<file path="src/rtl/spi_cmd_pkg.sv">
// spi_cmd_pkg: shared constants, FSM state type and command packing for the
// SPI draw-command transmitter.
//   CMD_BITS         width of one serialised command {x, y, data}
//   X_MSB/Y_MSB/D_MSB bit positions of each field's MSB in the command word
//   FIELD_W          width of each command field
//   state_e          transmitter FSM states
//   pack_cmd()       assembles the 24-bit command word
package spi_cmd_pkg;

    localparam int unsigned CMD_BITS = 24;
    localparam int unsigned FIELD_W  = 8;
    localparam int unsigned X_MSB    = 23;
    localparam int unsigned Y_MSB    = 15;
    localparam int unsigned D_MSB    = 7;

    typedef enum logic [2:0] {
        IDLE  = 3'd0,
        SETUP = 3'd1,
        HIGH  = 3'd2,
        LOW   = 3'd3,
        GAP   = 3'd4
    } state_e;

    function automatic logic [CMD_BITS-1:0] pack_cmd(
        input logic [FIELD_W-1:0] x,
        input logic [FIELD_W-1:0] y,
        input logic [FIELD_W-1:0] d
    );
        return {x, y, d};
    endfunction

endpackage

</file>
<file path="src/rtl/spi_cmd_tx_if.sv">
// spi_cmd_tx_if: valid/ready command handshake between upstream game logic
// and the SPI command transmitter.
//   cmd_valid  command on x/y/data is valid (driven by master)
//   x, y, data command fields, bits [23:16], [15:8], [7:0]
//   cmd_ready  transmitter is idle and accepts a command (driven by slave)
// Modports: master = command producer, slave = transmitter.
interface spi_cmd_tx_if;
    import spi_cmd_pkg::*;

    logic               cmd_valid;
    logic [FIELD_W-1:0] x;
    logic [FIELD_W-1:0] y;
    logic [FIELD_W-1:0] data;
    logic               cmd_ready;

    modport master (
        output cmd_valid,
        output x,
        output y,
        output data,
        input  cmd_ready
    );

    modport slave (
        input  cmd_valid,
        input  x,
        input  y,
        input  data,
        output cmd_ready
    );

endinterface

</file>
<file path="src/rtl/spi_half_tick.sv">
// spi_half_tick: reloadable down-counter timing SPI half-periods and the
// inter-frame gap.
//   clk       system clock
//   rst_n     asynchronous active-low reset
//   load      reload the counter with load_val (has priority)
//   load_val  number of cycles until the next tick
//   tick      high during the last cycle of a loaded interval
// A load of N makes tick assert N-1 cycles later, so a state that reloads on
// entry and leaves on tick lasts exactly N cycles. The counter rests at 0.
module spi_half_tick #(
    parameter int unsigned CNT_W = 3
) (
    input  logic             clk,
    input  logic             rst_n,
    input  logic             load,
    input  logic [CNT_W-1:0] load_val,
    output logic             tick
);

    logic [CNT_W-1:0] cnt;

    always_ff @(posedge clk or negedge rst_n) begin
        if (!rst_n) begin
            cnt <= '0;
        end else if (load) begin
            cnt <= load_val;
        end else if (cnt != '0) begin
            cnt <= cnt - CNT_W'(1);
        end
    end

    assign tick = (cnt == CNT_W'(1));

endmodule

</file>
<file path="src/rtl/spi_cmd_tx.sv">
// spi_cmd_tx: serialises one 24-bit draw command {x, y, data} per frame onto
// the SPI_CLK / SPI_CS / SPI_DATA link, MSB first. The receiver shifts on
// each SPI_CLK falling edge and commits on the SPI_CS rising edge.
//   CLOCK_50  system clock
//   RESET_N   asynchronous active-low reset
//   cmd       command handshake (slave side)
//   SPI_CLK   serial clock, idles low
//   SPI_CS    active-low frame select, idles high
//   SPI_DATA  serial data, idles low
//   busy      frame or inter-frame gap in progress
//   done      one-cycle pulse coinciding with SPI_CS returning high
// Parameters: CLK_DIV (cycles per SPI_CLK half-period, >= 1) and
// GAP_CYCLES (cycles spent in the gap state after each frame, >= 1).
module spi_cmd_tx
    import spi_cmd_pkg::*;
#(
    parameter int unsigned CLK_DIV    = 4,
    parameter int unsigned GAP_CYCLES = 8
) (
    input  logic              CLOCK_50,
    input  logic              RESET_N,
    spi_cmd_tx_if.slave       cmd,
    output logic              SPI_CLK,
    output logic              SPI_CS,
    output logic              SPI_DATA,
    output logic              busy,
    output logic              done
);

    // One timer serves both the half-period and the gap, so it is sized
    // for the larger of the two intervals.
    localparam int unsigned CNT_MAX  = (CLK_DIV > GAP_CYCLES) ? CLK_DIV : GAP_CYCLES;
    localparam int unsigned TW       = $clog2(CNT_MAX + 1);
    localparam logic [TW-1:0] DIV_LOAD = TW'(CLK_DIV);
    localparam logic [TW-1:0] GAP_LOAD = TW'(GAP_CYCLES);
    localparam logic [4:0]    LAST_BIT = 5'(CMD_BITS - 1);

    state_e              state;
    logic [CMD_BITS-1:0] shreg;
    logic [CMD_BITS-1:0] cmd_word;
    logic [4:0]          bit_cnt;
    logic                cmd_ready_q;
    logic                accept;
    logic                last_bit;
    logic                tick;
    logic                load;
    logic [TW-1:0]       load_val;

    assign cmd_word      = pack_cmd(cmd.x, cmd.y, cmd.data);
    assign cmd.cmd_ready = cmd_ready_q;

    // cmd_ready_q is only ever high in IDLE, so it alone qualifies accept.
    assign accept   = cmd_ready_q && cmd.cmd_valid;
    assign last_bit = (bit_cnt == LAST_BIT);

    // Every timed state reloads the timer on entry; the entry into GAP
    // (end of the last LOW) loads the gap length instead.
    assign load     = accept || (tick && (state inside {SETUP, HIGH, LOW}));
    assign load_val = (state == LOW && last_bit) ? GAP_LOAD : DIV_LOAD;

    spi_half_tick #(
        .CNT_W (TW)
    ) u_half_tick (
        .clk      (CLOCK_50),
        .rst_n    (RESET_N),
        .load     (load),
        .load_val (load_val),
        .tick     (tick)
    );

    // SPI outputs are updated on the same edge as the state transition that
    // defines them, so every output is a flop with no path from the inputs.
    always_ff @(posedge CLOCK_50 or negedge RESET_N) begin
        if (!RESET_N) begin
            state       <= IDLE;
            shreg       <= '0;
            bit_cnt     <= '0;
            cmd_ready_q <= 1'b0;
            SPI_CLK     <= 1'b0;
            SPI_CS      <= 1'b1;
            SPI_DATA    <= 1'b0;
            busy        <= 1'b0;
            done        <= 1'b0;
        end else begin
            done <= 1'b0;
            unique case (state)
                IDLE: begin
                    cmd_ready_q <= 1'b1;
                    if (accept) begin
                        shreg       <= cmd_word;
                        bit_cnt     <= '0;
                        cmd_ready_q <= 1'b0;
                        busy        <= 1'b1;
                        SPI_CS      <= 1'b0;
                        SPI_DATA    <= cmd_word[X_MSB];
                        state       <= SETUP;
                    end
                end
                SETUP: begin
                    if (tick) begin
                        SPI_CLK <= 1'b1;
                        state   <= HIGH;
                    end
                end
                HIGH: begin
                    if (tick) begin
                        SPI_CLK <= 1'b0;
                        state   <= LOW;
                    end
                end
                LOW: begin
                    if (tick) begin
                        if (!last_bit) begin
                            // Next bit goes out together with the rising edge.
                            shreg    <= {shreg[CMD_BITS-2:0], 1'b0};
                            SPI_DATA <= shreg[CMD_BITS-2];
                            bit_cnt  <= bit_cnt + 5'd1;
                            SPI_CLK  <= 1'b1;
                            state    <= HIGH;
                        end else begin
                            SPI_CS   <= 1'b1;
                            SPI_DATA <= 1'b0;
                            done     <= 1'b1;
                            state    <= GAP;
                        end
                    end
                end
                GAP: begin
                    if (tick) begin
                        busy        <= 1'b0;
                        cmd_ready_q <= 1'b1;
                        state       <= IDLE;
                    end
                end
                default: begin
                    state <= IDLE;
                end
            endcase
        end
    end

endmodule

</file>
<file path="src/flat_wrapper.sv">
// flat-port wrapper written by rule: the top's interface ports become plain ports
module spi_cmd_tx_flat import spi_cmd_pkg::*;
#(
    parameter int unsigned CLK_DIV    = 4,
    parameter int unsigned GAP_CYCLES = 8
)
  (CLOCK_50, RESET_N, SPI_CLK, SPI_CS, SPI_DATA, busy, done, cmd_cmd_valid, cmd_x, cmd_y, cmd_data, cmd_cmd_ready);
  spi_cmd_tx_if cmd_i ();
  input  logic CLOCK_50;
  input  logic RESET_N;
  output logic SPI_CLK;
  output logic SPI_CS;
  output logic SPI_DATA;
  output logic busy;
  output logic done;
  input wire logic [$bits(cmd_i.cmd_valid)-1:0] cmd_cmd_valid;
  input wire logic [$bits(cmd_i.x)-1:0] cmd_x;
  input wire logic [$bits(cmd_i.y)-1:0] cmd_y;
  input wire logic [$bits(cmd_i.data)-1:0] cmd_data;
  output wire logic [$bits(cmd_i.cmd_ready)-1:0] cmd_cmd_ready;
  assign cmd_i.cmd_valid = cmd_cmd_valid;
  assign cmd_i.x = cmd_x;
  assign cmd_i.y = cmd_y;
  assign cmd_i.data = cmd_data;
  assign cmd_cmd_ready = cmd_i.cmd_ready;
  spi_cmd_tx #(.CLK_DIV(CLK_DIV), .GAP_CYCLES(GAP_CYCLES)) u_core (.CLOCK_50(CLOCK_50), .RESET_N(RESET_N), .cmd(cmd_i), .SPI_CLK(SPI_CLK), .SPI_CS(SPI_CS), .SPI_DATA(SPI_DATA), .busy(busy), .done(done));
endmodule
</file>
<file path="config.mk">
export PLATFORM = sky130hd
export DESIGN_NAME = spi_cmd_tx_flat
export DESIGN_NICKNAME = d
export VERILOG_FILES = /design/src/rtl/spi_cmd_pkg.sv /design/src/rtl/spi_cmd_tx_if.sv /design/src/rtl/spi_half_tick.sv /design/src/rtl/spi_cmd_tx.sv /design/src/flat_wrapper.sv
export SDC_FILE = /design/constraint.sdc
export NUM_CORES = 1
export LEC_CHECK = 0
export ABC_CLOCK_PERIOD_IN_PS = 2460
export BUFFER_PORTS_ARGS = -buffer_cell sky130_fd_sc_hd__buf_2
export CORE_MARGIN = 5
export CORE_UTILIZATION = 45
export CTS_CLUSTER_DIAMETER = 40
export DETAILED_ROUTE_END_ITERATION = 8
export MAX_ROUTING_LAYER = met4
export PLACE_DENSITY = 0.66
export SKIP_LAST_GASP = 1
export SLEW_MARGIN = 20
export SYNTH_ARGS = -nofsm -noshare
export SYNTH_HDL_FRONTEND = slang
export SYNTH_SLANG_ARGS = --single-unit
</file>
<file path="constraint.sdc">
create_clock -name CLOCK_50 -period 2.46 [get_ports CLOCK_50]
set_input_delay 0.369 -clock CLOCK_50 [delete_from_list [all_inputs] [get_ports CLOCK_50]]
set_output_delay 0.369 -clock CLOCK_50 [all_outputs]
set_load 0.01 [all_outputs]
</file>
==> results of run 1 <==
-- critical path, cell delays in order (launching register included) --
cell	delay [ns]
dfrtp_1	0.41
inv_1	0.11
ha_1	0.20
or4b_1	0.52
o32ai_4	0.27
buf_12	0.22
mux2_2	0.35
-- registers in the layout (all words and copies together) (netlist names) --
name,flops
u_core.SPI_CS,1
u_core.shreg,23
u_core.done,1
u_core.SPI_DATA,1
u_core.u_half_tick.cnt,4
u_core.bit_cnt,5
u_core.state,3
u_core.SPI_CLK,1
u_core.cmd.cmd_ready,1
u_core.busy,1
-- cell usage in the layout (no fill, tap or decap), drive strengths merged, types with 2 or more instances in the layout --
cell,netlist,layout
a21oi,7,7
buf,4,38
clkbuf,7,6
clkinv,0,2
dfrtp,40,40
ha,4,4
inv,4,4
mux2,46,46
mux2i,5,5
nand2,5,5
nand3,4,4
nor2,6,6
nor3,2,2
o21a,2,2
o21ai,5,5
o22ai,2,2
o31ai,2,2
or3b,2,2
-- kinds of logic (layout without fill, tap and decap cells) --
logic type / Yosys count / count (layout) / synth area share [%]
mux: 51 / 51 / 26.44
fa+ha+maj: 4 / 4 / 2.330
buf+inv: 15 / 50 / 3.727
simple gates: 33 / 33 / 9.320
xor+xnor: 2 / 2 / 0.8155
compound gates: 28 / 28 / 9.552
flops: 41 / 41 / 47.82
-- stage by stage --
step                      instances  hold WS (ns)  utilization (%)  instance area (um2)
after CTS                       263        0.2391            52.53                 2465
after global routing            263        0.2919            52.53                 2465
after floorplan                 174       0.07341                -                 2148
after global placement          255        0.4623            50.48                 2369
final                           263        0.1963            52.53                 2465
after detailed placement        255        0.4735            50.48                 2369
-- how the worst min path moves through the flow --
| stage | start | endpoint | slack [ns] | cells after the start |
|---|---|---|---|---|
| global placement | u_core.shreg[11]$_DFFE_PN0P_ | u_core.shreg[11]$_DFFE_PN0P_ | 0.46 | 1 |
| floorplan | RESET_N | u_core.SPI_CLK$_DFFE_PN0P_ | 0.07 | 0 |
| detailed placement | u_core.shreg[11]$_DFFE_PN0P_ | u_core.shreg[11]$_DFFE_PN0P_ | 0.47 | 1 |
| finish | RESET_N | u_core.busy$_DFFE_PN0P_ | 0.20 | 1 |
| global route | RESET_N | u_core.busy$_DFFE_PN0P_ | 0.29 | 1 |
| CTS | RESET_N | u_core.busy$_DFFE_PN0P_ | 0.24 | 1 |
-- where the power goes --
| group | switching [W] | internal, W |
|---|---|---|
| Combinational | 0.000535 | 0.000757 |
| Sequential | 0.000228 | 0.000973 |
| Clock | 0.000230 | 0.000227 |
| Total | 0.000993 | 0.00196 |
-- per-layer routing --
| metal | share of wire [%] | routed length, um | global-route usage (%) | up-vias |
|---|---|---|---|---|
| li1 | - | - | - | 707 |
| met1 | 44 | 1818 | 18.39 | 721 |
| met2 | 50 | 2039 | 24.58 | 39 |
| met3 | 4.7 | 192 | 3.855 | 4 |
| met4 | 1.1 | 43 | 5.842 | 0 |
| met5 | 0 | 0 | - | - |
-- final cells by class --
type | count | area share (%)
repair buffers | 38 | 8.833
inverters | 4 | 0.6091
well taps | 54 | 2.741
flip-flops and latches | 41 | 41.68
clock inverters | 2 | 0.5584
multi-input cells | 118 | 42.23
clock buffers | 6 | 3.350
==> flow_summary.toml, run 1 <==
[routing]
first_iter_violations = 132
ant_nets = 0
wl_per_cell_um = 15.57
vias_per_cell = 5.593
vias = 1471
drc = 0
first_pass_iters = 4
routed_wl_um = 4094

[timing]
period_minus_slack_ns = 2.203
clock.fmax_mhz = 453.9
drv_slew = 0
tns_ns = 0
rsz0062_at_grt = "no"
worst_pin_slew_ns = 0.8873
hold_viol = 0
skew_ns = 0.008031
slew_headroom_pct = 40.85
finalCritPeriodShare_pct = 89.55
fin_ws_ns = 0.2570
setup-violations-final = 0

[worst_setup_path]
reg2regPathDepth = 6
cp_max_fo = 24
path_class = "reg2reg"
crit_path_start_kind = "flip-flop"
r2r-start = "u_core.u_half_tick.cnt[1]$_DFFE_PN0P_"
startpoint = "u_core.u_half_tick.cnt[1]$_DFFE_PN0P_"
crit_end = "u_core.shreg[9]$_DFFE_PN0P_"
rrSetupSlack_ns = 0.26
cp.required_ns = 2.63
crit_arrival_ns = 2.37
r2r_end = "u_core.shreg[9]$_DFFE_PN0P_"
end_kind = "flip-flop"

[placement]
gp_congestion = 0.8730
io_buffers = 32
hpwl_um = 2996
post-place-ws_ns = 0.2768

[logic_synthesis]
synth_seq_area_share_pct = 47.82
postSynthCellCount = 174
synth.distinct_cells = 46
ys_ff_latch = 41
synth_top_cell_area_share_pct = 46.59
yosys.area.top_type = "dfrtp_1"
synth_nets = 205
synth-edff-count = 0
synth_area_leaders = "dfrtp_1 (47%), mux2_2 (24%), ha_1 (2.3%), mux2i_1 (2.3%), a21oi_1 (1.6%)"
async_flop_share_pct = 100.0
ys_warn_count = 0
synthTopCellsByCount = "mux2_2 (45), dfrtp_1 (40), a21oi_1 (7), clkbuf_1 (7), nor2_1 (6)"
synth_most_common_cell = "mux2_2"
synth.avg_cell_area_um2 = 12.35
synth_flop_cell = "dfrtp_1"
syn_area_um2 = 2148

[power]
p_per_area_nw_per_um2 = 1197
max-vdd-ir-drop_mv = 0.5636
power_w = 0.002951
leakagePower_nw = 1.076

[clocking]
post-cts-setup-buffers = 0
cts_tree = "done"
clockBufferDepth = 2
h-tree-depth = 2
worstSkewPairLatency_ns = 0.29
hold_buffers = 0
ctsResizeCount = 0
clkSinkCount = 41
numCtsBuffers = 5
cts_root_buffer = "clkbuf_8"
clk_pin_slew_ns = 0.08

[grt]
overflow = 0
grt_pass1_vias = 1620
antenna_found_initial = 0
grt_max_degree = 42
grt_pass1_wl_um = 7286
grt_usage_pct = 15.22

[floorplan]
start_util_pct = 45.79
design.portCount = 33
core_um2 = 4692
dieWidth_um = 79.10
rows = 25
die_height_um = 79.10
die-area_um2 = 6256

[cells_and_area]
drive_gt1_share_pct = 46.41
fill_cells = 417
syn_to_final_growth_pct = 14.73
diodes = 0
final_nets = 239
multiInputGateArea_um2 = 1041
register_area_um2 = 1027

[hold_path]
hold_path_class = "in2async"

[run_status]
status = "finished, final reports clean"

[flow_run]
max_cap_violations = 0
Power figures use the tool's default switching activity.
==> run 2, diff against run 1 <==
Settings changed: ABC_AREA set to 1, PLACE_DENSITY 0.66 to 0.65, RECOVER_POWER set to 25.
==> run 2 against run 1 <==
  * Combinational power shrank 3%
  * Synthesized cell count increased by 77%
  * Cell count is 56% higher
  * Power decreased by 0.88%
  * Count of clock-buffer cells in the layout is 1 higher
  * Setup slack gained 0.41 ns
==> flow_summary.toml, run 2 <==
[logic_synthesis]
synth_most_common_cell = "nand2_1"
synth_top_cell_area_share_pct = 45.87
synth-edff-count = 0
post_synth_fa_ha_maj_area_fraction_pct = 2.294
synth_area_leaders = "dfrtp_1 (46%), nand2_1 (33%), nor2_1 (2.9%), inv_1 (2.6%), nand3_1 (2.5%)"
synthMuxAreaShare_pct = 0
synth_seq_area_share_pct = 47.08
postSynthCellCount = 308
syn_area_um2 = 2182
synthTopCellsByCount = "nand2_1 (189), dfrtp_1 (40), nor2_1 (17)"
synth_simple_gate_area_share_pct = 41.57
synth_compound_area_share_pct = 1.720
ys_ff_latch = 41
synth_nets = 339
synth_top_family_by_area = "simple AND/OR/NAND/NOR gates"
synth.avg_cell_area_um2 = 7.085
async_flop_share_pct = 100.0
synth_xor_area_share_pct = 1.204
synth.distinct_cells = 24
yosys.area.top_type = "dfrtp_1"
ys_warn_count = 0
synth_flop_cell = "dfrtp_1"

[cells_and_area]
drive_gt1_share_pct = 15.20
final_common_cell = "nand2_1"
final_cells = 409
diodes = 0
final_nets = 372
top_regs = "u_core.shreg: 23 flops, u_core.bit_cnt: 5 flops, u_core.u_half_tick.cnt: 4 flops"
finalInstanceArea_um2 = 2495
largest_reg_flops = 23
final_cell_mix = "nand2_1 (189), dfrtp_1 (40), buf_2 (32)"
syn_to_final_growth_pct = 14.33
regMostFlops = "u_core.shreg"

[placement]
dpl_cell_area_um2 = 2379
io_buffers = 32
gp_congestion = 0.8740
post-place-ws_ns = 0.6687
dp.cells = 401
hpwl_um = 3127

[timing]
setup-violations-final = 0
period_minus_slack_ns = 1.796
clock.fmax_mhz = 556.7
tns_ns = 0
rsz0062_at_grt = "no"
worst_pin_slew_ns = 0.9135
hold_slack_ns = 0.2054
slew_headroom_pct = 39.10
skew_ns = 0.005138
fin_ws_ns = 0.6636
drv_slew = 0
hold_viol = 0
finalCritPeriodShare_pct = 73.03

[routing]
wl_per_cell_um = 11.02
routed_wl_um = 4509
drc = 0
ant_nets = 0
vias = 1890
vias_per_cell = 4.621
first_iter_violations = 141
first_pass_iters = 4

[grt]
antenna_found_initial = 0
grt_pass1_vias = 1785
grt_pass1_wl_um = 7955
grt_usage_pct = 16.11
overflow = 0
grt_max_degree = 42

[floorplan]
rows = 25
core_um2 = 4723
start_util_pct = 46.20
dieWidth_um = 79.64
die_height_um = 79.64
die-area_um2 = 6342
design.portCount = 33

[worst_setup_path]
end_kind = "flip-flop"
crit_path_frequent_cell = "nand2_1"
cp.required_ns = 2.69
cp_max_fo = 25
crit_arrival_ns = 2.03
path_class = "reg2reg"
crit_path_max_incr_delay_ns = 0.45
cp_slowest_cell = "nor2_4"
worstPathCellList = "inv_1 > ha_1 > nand2_1 > nand2_1 > nand2_2 > nor2_4 > nand2_1 > nand2_1"
crit_path_start_kind = "flip-flop"

[flow_run]
max_cap_violations = 0

[clocking]
post-cts-setup-buffers = 0
clkSinkCount = 41
clockBufferDepth = 2
worstSkewPairLatency_ns = 0.29
clk_pin_slew_ns = 0.08
numCtsBuffers = 5
h-tree-depth = 2
cts_root_buffer = "clkbuf_8"
cts_tree = "done"
hold_buffers = 0
ctsResizeCount = 0

[power]
max-vdd-ir-drop_mv = 0.5378
p_per_area_nw_per_um2 = 1172
leakagePower_nw = 1.448

[run_status]
status = "finished, final reports clean"

[hold_path]
hold_path_class = "in2async"
[run 2: cell type report]
class / instances / area (um2)
fillers: 503 / 2228
multi-input cells: 241 / 1021
clock buffers: 7 / 86.33
well taps: 67 / 83.83
inverters: 17 / 63.81
flip-flops and latches: 41 / 1027
clock inverters: 1 / 30.03
repair buffers: 35 / 182.7
[run 2: metal layers]
layer | wire, um | GRT usage [%] | part of all wire (%) | vias to the layer above
li1 | - | - | - | 999
met5 | 0 | - | 0 | -
met2 | 2143 | 25.88 | 48 | 25
met3 | 157 | 2.822 | 3.5 | 7
met4 | 65 | 5.670 | 1.4 | 0
met1 | 2143 | 20.53 | 48 | 859
[run 2: through the flow]
stage               total power (W)  utilization (%)
global route               0.003209            52.82
finish                     0.002925            52.82
detailed placement         0.002395            50.36
CTS                        0.002962            52.82
floorplan                  0.002170                -
global placement           0.002352            50.36
[run 2: worst paths after layout]
kind / start / to / slack, ns / cells after the start
min in group CLOCK_50: cmd_data[0] / u_core.shreg[0]$_DFFE_PN0P_ / 0.27 / 3
max in group asynchronous: RESET_N / u_core.SPI_DATA$_DFFE_PN0P_ / 1.68 / 1
worst min-delay path: RESET_N / u_core.busy$_DFFE_PN0P_ / 0.21 / 1
worst max register to register: u_core.u_half_tick.cnt[1]$_DFFE_PN0P_ / u_core.shreg[11]$_DFFE_PN0P_ / 0.66 / 8
worst max-delay path: u_core.u_half_tick.cnt[1]$_DFFE_PN0P_ / u_core.shreg[11]$_DFFE_PN0P_ / 0.66 / 8
worst min register to register: u_core.SPI_CLK$_DFFE_PN0P_ / u_core.SPI_CLK$_DFFE_PN0P_ / 0.47 / 2
[run 2: logic make-up after synthesis]
logic type,Yosys count
fa+ha+maj,4
simple gates,227
buf+inv,26
compound gates,7
xor+xnor,3
flops,41
[run 2: power breakdown]
group          total (W)  switching [W]  internal, W
registers        0.00111       0.000163     0.000952
clock network   0.000562       0.000231     0.000331
logic            0.00125       0.000837     0.000411
total            0.00292        0.00123      0.00169
[run 2: worst max-delay path, delay by kind of cell (launching register included)]
family                     cells  cell delay, ns
DFF                            1            0.41
and+or+nand+nor                6            1.02
buffers and inverters          1            0.11
adders and majority gates      1            0.18
==> run 3, diff against run 2 <==
Settings changed: ABC_CLOCK_PERIOD_IN_PS 2460 to 1500, PLACE_DENSITY 0.65 to 0.68.
Clock period 2.46 ns to 1.5 ns, I/O delays scaled along.
==> run 3 against run 2 <==
  * The flow now finishes with violations (setup timing)
  * Via count is 12% higher
  * Flip-flop and latch count did not move
  * Non-clock buffer count increased by 31
  * Setup slack lost 0.67 ns
  * Hold slack worse by 0.055 ns
  * Register-to-register slack lost 0.67 ns
  * Power rose by 90%
  * Die area stayed put
  * Critical endpoint is now u_core.shreg[22]$_DFFE_PN0P_
  * Largest cell class is now multi-input combinational cells
==> flow_summary.toml, run 3 (same netlist as run 2, synthesis figures left out) <==
[run_status]
status = "finished, violations left"
violations = "setup timing"

[clocking]
clockBufferDepth = 2
worstSkewPairLatency_ns = 0.30
clkSinkCount = 41
numCtsBuffers = 5
cts_root_buffer = "clkbuf_8"
cts_tree = "done"
clk_pin_slew_ns = 0.08
h-tree-depth = 2

[timing]
drv_slew = 0
hold_viol = 0
fin_ws_ns = -0.009177
clock.fmax_mhz = 662.6
skew_ns = 0.007232
period_minus_slack_ns = 1.509
rsz0062_at_grt = "yes"
setup-violations-final = 1
finalCritPeriodShare_pct = 100.6
worst_pin_slew_ns = 0.9038
slew_headroom_pct = 39.75

[grt]
grtUsageMet3_pct = 3.386
grt.met1_usage_pct = 21.76
antenna_found_initial = 0
overflow = 0
grt_usage_pct = 17.29
grt_max_degree = 29
grt_use_met2_pct = 27.38
grt_pass1_vias = 1998
grt_pass1_wl_um = 8521
busiest_layer = "met2"

[routing]
first_iter_violations = 124
wl_per_cell_um = 12.27
vias = 2109
routed_wl_um = 5411
ant_nets = 0
first_pass_iters = 4
drc = 0
vias_per_cell = 4.782

[placement]
gp_congestion = 0.8635
io_buffers = 32
post-place-ws_ns = -0.01430
hpwl_um = 3399
dpl_cell_area_um2 = 2539

[power]
power_w = 0.005572
max-vdd-ir-drop_mv = 0.8117
p_per_area_nw_per_um2 = 1945
leakagePower_nw = 1.627

[cells_and_area]
final_common_cell = "nand2_1"
final_nets = 404
fill_cells = 421
diodes = 0
drive_gt1_share_pct = 27.81
regMostFlops = "u_core.shreg"
final_cell_mix = "nand2_1 (177), dfrtp_1 (38), buf_2 (31)"
largest_reg_flops = 23
finalInstanceArea_um2 = 2864
top_regs = "u_core.shreg: 23 flops, u_core.bit_cnt: 5 flops, u_core.u_half_tick.cnt: 4 flops"
syn_to_final_growth_pct = 31.25

[worst_setup_path]
r2r-start = "u_core.bit_cnt[0]$_DFFE_PN0P_"
rrSetupSlack_ns = -0.009
r2r_end = "u_core.shreg[22]$_DFFE_PN0P_"
cp.required_ns = 1.74
crit_path_start_kind = "flip-flop"
end_kind = "flip-flop"
cp_max_fo = 6
crit_arrival_ns = 1.75
path_class = "reg2reg"
reg2regPathDepth = 9

[hold_path]
hold_depth = 3
hold_end = "u_core.shreg[0]$_DFFE_PN0P_"
worstHoldStart = "cmd_data[0]"
hold_path_class = "in2reg"

[floorplan]
rows = 25
design.portCount = 33
start_util_pct = 46.20
dieWidth_um = 79.64
die-area_um2 = 6342
core_um2 = 4723
die_height_um = 79.64

[flow_run]
max_cap_violations = 0
==> run 3: through the flow <==
stage	utilization [%]	hold WS [ns]	setup TNS (ns)	std cells
after floorplan	-	-0.07059	0	308
after global placement	53.75	0.1631	0	419
after detailed placement	53.75	0.1738	-0.1465	419
after CTS	55.84	0.1522	0	428
after global routing	60.64	0.1657	-1.171	441
final	60.64	0.1509	-0.009177	441
==> run 3: how the worst max path moves through the flow <==
stage	startpoint	to	slack, ns	cells after the start
final	u_core.bit_cnt[0]$_DFFE_PN0P_	u_core.shreg[22]$_DFFE_PN0P_	-0.009	9
after global routing	u_core.bit_cnt[0]$_DFFE_PN0P_	u_core.shreg[22]$_DFFE_PN0P_	-0.07	9
after CTS	u_core.bit_cnt[0]$_DFFE_PN0P_	u_core.bit_cnt[0]$_DFFE_PN0P_	0.003	7
after detailed placement	u_core.bit_cnt[1]$_DFFE_PN0P_	u_core.bit_cnt[4]$_DFFE_PN0P_	-0.01	9
after global placement	u_core.bit_cnt[1]$_DFFE_PN0P_	u_core.shreg[11]$_DFFE_PN0P_	0.03	9
after floorplan	u_core.bit_cnt[0]$_DFFE_PN0P_	u_core.bit_cnt[2]$_DFFE_PN0P_	0.08	9
==> run 3: what timing repair did <==
action / 4_1_cts / 5_1_grt
pin swaps: 0 / 17
hold endpoints to repair: 13 / 0
cloned: 0 / 4
resized for setup: 1 / 27
hold buffers: 1 / 0
buffers inserted: 0 / 9
endpoints found under the setup margin: 26 / 31
==> run 3: power by group <==
group          switching (W)  internal (W)
sequential          0.000268       0.00156
clock               0.000408      0.000321
combinational        0.00174       0.00127
==> run 3: area by class of cell <==
cell class | instances | area [um2] | share of cell area [%]
clock buffer | 5 | 68.82 | 2.403
clock inverter | 3 | 17.52 | 0.6116
inverter | 17 | 63.81 | 2.228
multi-input combinational | 242 | 1120 | 39.10
sequential | 41 | 1030 | 35.95
tap | 67 | 83.83 | 2.927
timing repair buffer | 66 | 480.5 | 16.78
==> run 3: routing by layer <==
metal	share of wire (%)	up-vias
met2	49	57
met3	4.8	12
li1	-	1062
met1	44	978
met4	2.0	0
met5	0	-
==> run 3: critical path, cell delays in order (launching register included) <==
cell and delay (ns):
dfrtp_1 0.40, ha_2 0.20, nand2_2 0.10, nor2_4 0.05, nand2_2 0.07, nand2_2 0.08
nor2_4 0.23, clkbuf_16 0.20, nand2_1 0.06, nand2_1 0.06
